===== src/rtl/decode_stage.sv =====
// RV32I decode stage: register file, immediate/control decode,
// load-use hazard detection and the ID/EX pipeline register.
module decode_stage (
  input  logic        clk,
  input  logic        rst,
  input  logic        stop,
  input  logic        flush,
  input  logic [31:0] inst_IFID,
  input  logic [31:0] pc_IFID,
  input  logic        wb_we,
  input  logic [4:0]  wb_rd,
  input  logic [31:0] wb_data,
  output logic [31:0] rs1_data_E,
  output logic [31:0] rs2_data_E,
  output logic [31:0] imm_E,
  output logic [31:0] pc_E,
  output logic [4:0]  rd_E,
  output logic [2:0]  funct3_E,
  output logic [6:0]  op_E,
  output logic [3:0]  alu_op_E,
  output logic        alu_src_E,
  output logic        reg_we_E,
  output logic        mem_read_E,
  output logic        mem_write_E,
  output logic        jump_E,
  output logic        branch_E,
  output logic        bubble
);

  typedef struct packed {
    logic [31:0] rs1_data;
    logic [31:0] rs2_data;
    logic [31:0] imm;
    logic [31:0] pc;
    logic [4:0]  rd;
    logic [2:0]  funct3;
    logic [6:0]  op;
    logic [3:0]  alu_op;
    logic        alu_src;
    logic        reg_we;
    logic        mem_read;
    logic        mem_write;
    logic        jump;
    logic        branch;
  } id_ex_t;

  localparam logic [6:0] OP_LOAD  = 7'b0000011;
  localparam logic [6:0] OP_ALUI  = 7'b0010011;
  localparam logic [6:0] OP_AUIPC = 7'b0010111;
  localparam logic [6:0] OP_STORE = 7'b0100011;
  localparam logic [6:0] OP_ALU   = 7'b0110011;
  localparam logic [6:0] OP_LUI   = 7'b0110111;
  localparam logic [6:0] OP_BRA   = 7'b1100011;
  localparam logic [6:0] OP_JALR  = 7'b1100111;
  localparam logic [6:0] OP_JAL   = 7'b1101111;

  logic [31:0] rf [32];
  logic [31:0] inst;
  logic [6:0]  opc;
  logic [4:0]  rs1, rs2, rd;
  logic [2:0]  f3;
  logic        is_load, is_alui, is_auipc, is_store, is_alu;
  logic        is_lui, is_bra, is_jalr, is_jal;
  logic        valid, use_rs1, use_rs2, hazard;
  logic [31:0] imm, rs1_val, rs2_val;
  logic [3:0]  alu_op;
  id_ex_t      d, q, nop;

  assign inst = inst_IFID;
  assign opc  = inst[6:0];
  assign rd   = inst[11:7];
  assign f3   = inst[14:12];
  assign rs1  = inst[19:15];
  assign rs2  = inst[24:20];

  assign is_load  = opc == OP_LOAD;
  assign is_alui  = opc == OP_ALUI;
  assign is_auipc = opc == OP_AUIPC;
  assign is_store = opc == OP_STORE;
  assign is_alu   = opc == OP_ALU;
  assign is_lui   = opc == OP_LUI;
  assign is_bra   = opc == OP_BRA;
  assign is_jalr  = opc == OP_JALR;
  assign is_jal   = opc == OP_JAL;

  assign valid = is_load | is_alui | is_auipc | is_store | is_alu |
                 is_lui | is_bra | is_jalr | is_jal;
  assign use_rs1 = valid & ~(is_lui | is_auipc | is_jal);
  assign use_rs2 = is_alu | is_store | is_bra;

  function automatic logic [3:0] alu_map(input logic alt,
                                         input logic [2:0] fn);
    logic [3:0] r;
    case (fn)
      3'b000:  r = alt ? 4'b1000 : 4'b0000;
      3'b001:  r = 4'b0101;
      3'b010:  r = 4'b1001;
      3'b011:  r = 4'b1010;
      3'b100:  r = 4'b0100;
      3'b101:  r = alt ? 4'b1110 : 4'b0110;
      3'b110:  r = 4'b0010;
      default: r = 4'b0001;
    endcase
    return r;
  endfunction

  always_ff @(posedge clk) begin
    if (!rst) begin
      for (int i = 0; i < 32; i++) rf[i] <= '0;
    end else if (wb_we && wb_rd != 5'd0) begin
      rf[wb_rd] <= wb_data;
    end
  end

  // write-through so a same-cycle writeback is seen by the reader
  always_comb begin
    rs1_val = rf[rs1];
    if (rs1 == 5'd0) rs1_val = '0;
    else if (wb_we && wb_rd == rs1) rs1_val = wb_data;
    rs2_val = rf[rs2];
    if (rs2 == 5'd0) rs2_val = '0;
    else if (wb_we && wb_rd == rs2) rs2_val = wb_data;
  end

  always_comb begin
    imm = '0;
    unique case (1'b1)
      is_load, is_alui, is_jalr:
        imm = {{20{inst[31]}}, inst[31:20]};
      is_store:
        imm = {{20{inst[31]}}, inst[31:25], inst[11:7]};
      is_bra:
        imm = {{19{inst[31]}}, inst[31], inst[7],
               inst[30:25], inst[11:8], 1'b0};
      is_lui, is_auipc:
        imm = {inst[31:12], 12'd0};
      is_jal:
        imm = {{11{inst[31]}}, inst[31], inst[19:12],
               inst[20], inst[30:21], 1'b0};
      default: imm = '0;
    endcase
  end

  always_comb begin
    alu_op = 4'b0000;
    unique case (1'b1)
      is_alu:  alu_op = alu_map(inst[30], f3);
      is_alui: alu_op = alu_map(inst[30] & (f3 == 3'b101), f3);
      is_bra:  alu_op = 4'b1000;
      default: alu_op = 4'b0000;
    endcase
  end

  always_comb begin
    d = '0;
    d.pc = pc_IFID;
    if (valid) begin
      d.rs1_data  = is_lui ? '0 : rs1_val;
      d.rs2_data  = rs2_val;
      d.imm       = imm;
      d.rd        = rd;
      d.funct3    = f3;
      d.op        = opc;
      d.alu_op    = alu_op;
      d.alu_src   = ~(is_alu | is_bra);
      d.reg_we    = ~(is_store | is_bra) & (rd != 5'd0);
      d.mem_read  = is_load;
      d.mem_write = is_store;
      d.jump      = is_jal | is_jalr;
      d.branch    = is_bra;
    end
  end

  always_comb begin
    nop    = '0;
    nop.pc = pc_IFID;
  end

  assign hazard = q.mem_read && q.rd != 5'd0 &&
                  ((use_rs1 && rs1 == q.rd) ||
                   (use_rs2 && rs2 == q.rd));
  assign bubble = hazard && !stop && !flush;

  always_ff @(posedge clk) begin
    if (!rst) q <= '0;
    else if (!stop) q <= (flush || bubble) ? nop : d;
  end

  assign rs1_data_E  = q.rs1_data;
  assign rs2_data_E  = q.rs2_data;
  assign imm_E       = q.imm;
  assign pc_E        = q.pc;
  assign rd_E        = q.rd;
  assign funct3_E    = q.funct3;
  assign op_E        = q.op;
  assign alu_op_E    = q.alu_op;
  assign alu_src_E   = q.alu_src;
  assign reg_we_E    = q.reg_we;
  assign mem_read_E  = q.mem_read;
  assign mem_write_E = q.mem_write;
  assign jump_E      = q.jump;
  assign branch_E    = q.branch;

endmodule

===== config.mk =====
export PLATFORM = sky130hd
export DESIGN_NAME = decode_stage
export DESIGN_NICKNAME = d
export VERILOG_FILES = /design/src/rtl/decode_stage.sv
export SDC_FILE = /design/constraint.sdc
export NUM_CORES = 2
export LEC_CHECK = 0
export BUFFER_PORTS_ARGS = -buffer_cell sky130_fd_sc_hd__buf_2
export CAP_MARGIN = 20
export CORE_UTILIZATION = 35
export CTS_CLUSTER_SIZE = 8
export DETAILED_ROUTE_END_ITERATION = 10
export HOLD_SLACK_MARGIN = 0.02
export SETUP_SLACK_MARGIN = 0.05
export SLEW_MARGIN = 0
export SYNTH_ARGS = -nofsm -noshare
export SYNTH_HDL_FRONTEND = slang
export SYNTH_SLANG_ARGS = --single-unit
export TNS_END_PERCENT = 100

===== constraint.sdc =====
create_clock -name clk -period 10.8 [get_ports clk]
set_clock_uncertainty 0.1 [all_clocks]
set_input_delay 2.16 -clock clk [delete_from_list [all_inputs] [get_ports clk]]
set_output_delay 2.16 -clock clk [all_outputs]
set_load 0.05 [all_outputs]

# Yosys cells after proc, flatten, opt, wreduce, memory -nomap -nowiden
# Memory sizes are Yosys's and may differ from the RTL's.
# Index checks and enable logic that the tools add are counted.
# word_totals
register_bits,153
mem_bits_rw,1024
input_bits,106
output_inout_bits,154
word_cells,100
memories,1
# classes
eq_ne,19
muxes,23
n_bitwise,21
reduce_logical,22
# memory_table
name,depth,word_bits,rd,rd_clocked_by_memory_dff,write_ports,line,source
rf,32,32,2,0,32,57,logic [31:0] rf [32];
# op_table
cell,count
2-to-1 mux 32 bit,6
case mux 32 bit (5 select lines),1
2-to-1 mux 153 bit,1
2-to-1 mux 96 bit,1
case mux 4 bit (7 select lines),2
OR reduction 32 bit,1
2-to-1 mux 25 bit,1
equality test 7 x 6 -> 1 bit (second input constant),3
equality test 7 bit (second input constant),3
equality test 5 bit,4
2-to-1 mux 4 bit,4
bitwise OR 1 bit,15
nonzero test 5 bit,3
equality test 7 x 5 -> 1 bit (second input constant),2
case mux 4 bit (3 select lines),1
logical NOT 5 bit,2
equality test 3 bit (second input constant),3
logical AND 1 bit,9
equality test 7 x 2 -> 1 bit (second input constant),1
equality test 3 x 2 -> 1 bit (second input constant),2
2-to-1 mux 1 bit,5
2-to-1 mux 5 bit,1
AND 1 bit,3
equality test 3 x 1 -> 1 bit (second input constant),1
other kinds (6),10

# Depth between registers and ports, before layout
# depth
ltp_word,17
depth_mapped,10
mapped_depth_nobuf,6

# Worst setup path before layout
# No wires, ideal clock.
# synth_path
path_type,input -> output
startpoint,input port inst_IFID[19]
endpoint,output port bubble
t_arrival_ps,4063
required_ps,8540
path_slack_ps,4477
stages,6
path_buffers,1
path_cell_list,clkbuf_1 xnor2_1 nand3_1 or4_1 o31a_1 nor2_1
# synth_via
elab_chain_cells,6
# synth_rtl
item,line,source
"start, declared",8,"input logic [31:0] inst_IFID,"
equality test 5 bit,180,((use_rs1 && rs1 == q.rd) ||
logical AND 1 bit,180,
logical OR 1 bit,180,
logical AND 1 bit,179,assign hazard = q.mem_read && q.rd != 5'd0 &&
logical AND 1 bit (2 in series),182,assign bubble = hazard && !stop && !flush;
"end, declared",27,output logic bubble
# Every way passes these cells.

# Final worst setup path
# layout_path
startpoint,input port inst_IFID[15]
endpoint,output port bubble
# The elaborated chain is that of the path after synthesis.

==> impl.org <==
** Critical path
- Origin of the worst setup path :: inst_IFID[15]
- Worst reg-to-reg path cell count :: 7
- Setup Crit Path Kind :: in -> out
- For the worst setup path, the data required time is 8.54 ns.
- The slowest stage of the critical path is the sky130_fd_sc_hd__or4_1 cell.
- The endpoint identified for the worst register-to-register timing path is rs2_data_E[30].
- The worst register-to-register path begins at rd_E[3].
- At the worst endpoint, the arrival time is about 4.3 ns.
- Setup slack on the worst reg-to-reg path comes out at about 7.2 ns.
- Walking the worst path, the cells encountered are buf_8, xnor2_1, nand3_1, or4_1, o31a_1, nor2_1, buf_2.
- For this run, the slowest stage of the critical path takes between 0.5 and 0.6 ns.
- In this run the worst path has a maximum fanout of 54.
- Endpoint class of the critical path :: output port
- Kind of launch point of the worst setup path :: primary input

** Floorplan
- FP Rows :: around 150
- In this run the vertical extent of the chip is 418 um.
- In this run the standard cell core region covers around 170000 um^2.
- Full die area :: 175000 um^2
- Die Wd :: 418 um
- Initial cell density of the core :: between 30% and 40%
- I/O Pins :: 260

** Hold path
- Cell count of the worst hold path :: 2
- Worst hold path startpoint :: op_E[1]
- The worst hold path terminates at op_E[1].
- The path class of the tightest hold or removal check is reg -> reg.

** Place
- Routability-driven placement finished with a final weighted congestion of just under 0.9.
- In this run the cell area measured after placement is between 60000 and 70000 um^2.
- Detailed placer's ending HPWL :: approximately 130000 um
- Count of buffers inserted at the top-level ports :: roughly 260
- Once placement completed, the tool counted placed cells totaling between 6000 and 7000.

** Finish
- Cell area after layout :: just under 70000 um^2
- In the layout the commonest cells are sky130_fd_sc_hd__edfxtp_1 (1024), sky130_fd_sc_hd__and2_1 (995), sky130_fd_sc_hd__mux4_2 (363).
- The layout has about 16000 filler cells.
- Layout cells sized above 1 :: about 25%
- Count of non-filler cells in the finished layout :: ~7000
- The area growth from synthesis to layout is 14.6%.
- Count of nets after finishing :: 4634
- Area of all sequential standard cells :: between 30000 and 40000 um^2
- The library cell used most frequently in the layout, excluding fill and tap cells, is sky130_fd_sc_hd__edfxtp_1.
- The multi-input combinational cells in the finished layout cover a total of between 20000 and 30000 um^2.

** Global routing
- Global routing consumed, on the met1 layer, around a third of the routing resources.
- Overflow left after global routing :: 0
- GRT Total Usage :: between 20 and 25%
- met2 is the most crowded layer.
- Vias in the first global route :: 40600
- The initial antenna violation count is 20.
- GRT met2 Usage :: a little under two fifths
- Global routing used under 10% of the available met3 tracks.
- First-pass GRT wire length :: a little over 300000 um
- Maximum number of pins on one net before global-route repair :: 95

** Logic synthesis
- Summing every instance area after synthesis gives ~61000 um^2.
- Fraction of synthesis flops using an asynchronous set or reset pin :: 0%
- Most used flip-flop cell after synthesis :: sky130_fd_sc_hd__edfxtp_1
- For this run, the register share of the synthesized area comes to between 50% and 60%.
- A synthesized cell averages approximately 14 um^2.
- Synthesis produced a netlist whose cell count is around 4400.
- Post-synth EDFFs :: 1024
- The number of different library cells used by synthesis comes to 63.
- Yosys printed 0 warnings.
- After synthesis the netlist holds a flip-flop and latch count of 1177.

** Timing
- Achievable clock frequency :: 153 MHz
- Worst slew pin tran :: 1.14 ns
- Max transition margin :: roughly a quarter
- The number of hold violations in the final report came to 0.
- After layout, the worst path uses between 60% and 70% of the clock period.
- Final count of pins violating max slew :: 0
- Setup violations remaining at the end of the flow were counted as 0.
- Setup Total Neg Slack :: 0 ns
- Post-layout minimum cycle time :: about 6.5 ns
- Setup repair after global routing left no endpoint under its margin.

** Clock network
- Hold-fix buffers, CTS :: 0
- Maximum buffer depth of the clock tree :: 3
- The clock reaches the later pin of the worst-skew pair after between 0.8 and 0.9 ns.
- TritonCTS built the clock tree.
- Count of H-tree levels built during CTS :: 4
- In this run, CTS created clock tree buffers numbering 166.
- After clock tree synthesis, the setup repair step added 0 buffers.
- Post-CTS repair changed the size of 0 cells.
- CTS sink count :: 1177
- CTS root buf :: sky130_fd_sc_hd__clkbuf_16
- Clock-pin slew of the registers on the worst-case setup and hold paths :: about 0.050 ns

** Detailed routing
- The first routing iteration left 5769 violations.
- Post-route antenna net violation count :: 0
- In the routed layout, each cell is associated on average with a via count of about 5.9.
- Detailed Routing Iterations Pass 1 :: 6
- The final layout contains routed wiring with a total length of 220000 um.
- In the routed design, unresolved DRC markers number 0.
- Routed via count :: approximately 41000
- Dividing the detail-routed wire length by the instance count gives roughly 32 um.

** Flow run
- Maximum capacitance violations :: 0

** Power and ir drop
- P_int :: between 8 and 9 mW
- Summed over all nets, the switching power comes to between 2 and 3 mW.
- Switching share of power :: about 26%
- Summed over all cells, the static leakage comes to ~25 nW.
- Overall power consumption after layout is estimated at 11.4 mW.
- For this design the ratio of total power to cell area is approximately 160 nW/um^2.
- Share of power burned in the clock network :: ~43%
- Gate power share :: between 10% and 20%
- In this run, flip-flops and latches consume 46.5% of the power.
- Peak supply drop :: around 0.17 mV

** Run status
- Run status :: finished clean
synthesized netlist by cell type, types with 6 or more instances:
cell,instances,area [um^2]
sky130_fd_sc_hd__o22ai_1,73,457
sky130_fd_sc_hd__mux2i_1,253,2530
sky130_fd_sc_hd__nor4_1,12,75.1
sky130_fd_sc_hd__nor3_1,24,120
sky130_fd_sc_hd__a22oi_1,209,1570
sky130_fd_sc_hd__a32oi_1,8,70.1
sky130_fd_sc_hd__nor2_1,117,439
sky130_fd_sc_hd__clkbuf_1,352,1320
sky130_fd_sc_hd__a31oi_1,30,188
sky130_fd_sc_hd__o31ai_1,6,45.0
sky130_fd_sc_hd__mux4_2,363,8180
sky130_fd_sc_hd__a21o_1,19,143
sky130_fd_sc_hd__nand2_1,140,526
sky130_fd_sc_hd__nand3b_1,6,45.0
sky130_fd_sc_hd__a221o_1,9,90.1
sky130_fd_sc_hd__nor2b_1,14,87.6
sky130_fd_sc_hd__mux2_2,145,1630
sky130_fd_sc_hd__o21ai_0,66,330
sky130_fd_sc_hd__buf_1,39,146
sky130_fd_sc_hd__and3_1,24,150
sky130_fd_sc_hd__o211ai_1,42,315
sky130_fd_sc_hd__and2_1,997,6240
sky130_fd_sc_hd__a22o_1,67,587
sky130_fd_sc_hd__xnor2_1,10,87.6
sky130_fd_sc_hd__a211oi_1,13,97.6
sky130_fd_sc_hd__dfxtp_1,153,3060
sky130_fd_sc_hd__o221ai_1,20,175
sky130_fd_sc_hd__nand3_1,10,50.1
sky130_fd_sc_hd__buf_2,67,335
sky130_fd_sc_hd__a21oi_1,42,210
sky130_fd_sc_hd__xor2_1,10,87.6
sky130_fd_sc_hd__edfxtp_1,1024,30700
cells by family after synthesis:
group                     Yosys count  share of synthesized area [%]
and+or+nand+nor                  1370                           13.1
DFF                              1177                           55.9
muxes                             761                           20.4
AOI/OAI and AO/OA                 616                           7.25
buffers and inverters             465                           3.07
xor gates and xnor gates           20                          0.289
other                               1                        0.00620
routing by layer:
metal  wire length, um  vias to the layer above
li1                  -                    17000
met1             85900                    21300
met2            100000                     2537
met3             21700                      502
met4             12600                        6
met5                41                        -
worst max path at each step:
| stage | cells past startpoint | to | slack [ns] |
|---|---|---|---|
| 2_1_floorplan | 6 | bubble | 4.48 |
| 3_3_place_gp | 7 | bubble | 4.19 |
| 3_5_place_dp | 7 | bubble | 4.28 |
| 4_1_cts | 7 | bubble | 4.27 |
| 5_1_grt | 7 | bubble | 4.13 |
| 6_report | 7 | bubble | 4.28 |
worst max-delay path, delay by kind of cell:
kind / cells / cell delay, ns
AND/OR/NAND/NOR: 3 / 0.77
buffers and inverters: 2 / 0.76
AO/OA/AOI/OAI: 1 / 0.30
XOR/XNOR: 1 / 0.20
power groups by stage:
stage                     clock network, mW  logic, mW  registers [mW]
final                                  4.88       1.21            5.30
after floorplan                           0      0.724            5.37
after global placement                    0       1.19            5.37
after CTS                              4.92       1.20            5.29
after detailed placement                  0       1.20            5.38
after global routing                   5.09       1.25            5.32
area by class of cell:
class	instances	area share (%)
Sequential cell	1177	48.7
Multi-Input combinational cell	2799	36.9
Clock buffer	253	6.47
Tap cell	2310	4.17
Timing Repair Buffer	381	3.31
Clock inverter	17	0.330
Antenna cell	11	0.0397
Inverter	3	0.0198
through the flow:
stage	hold slack [ns]	setup slack, ns	util [%]
detailed placement	0.350	4.28	37.6
global route	0.378	4.13	40.4
CTS	0.360	4.27	40.4
floorplan	0.573	4.48	-
finish	0.359	4.28	40.4
global placement	0.340	4.19	37.6
state kept, by name, summed over array words and instances (netlist names), 3 cells and up:
signal and flops:
op_E 7, alu_op_E 4, funct3_E 3, rf 1024, imm_E 32, rs1_data_E 32, pc_E 32, rs2_data_E 32
rd_E 5
Power figures use the tool's default switching activity.
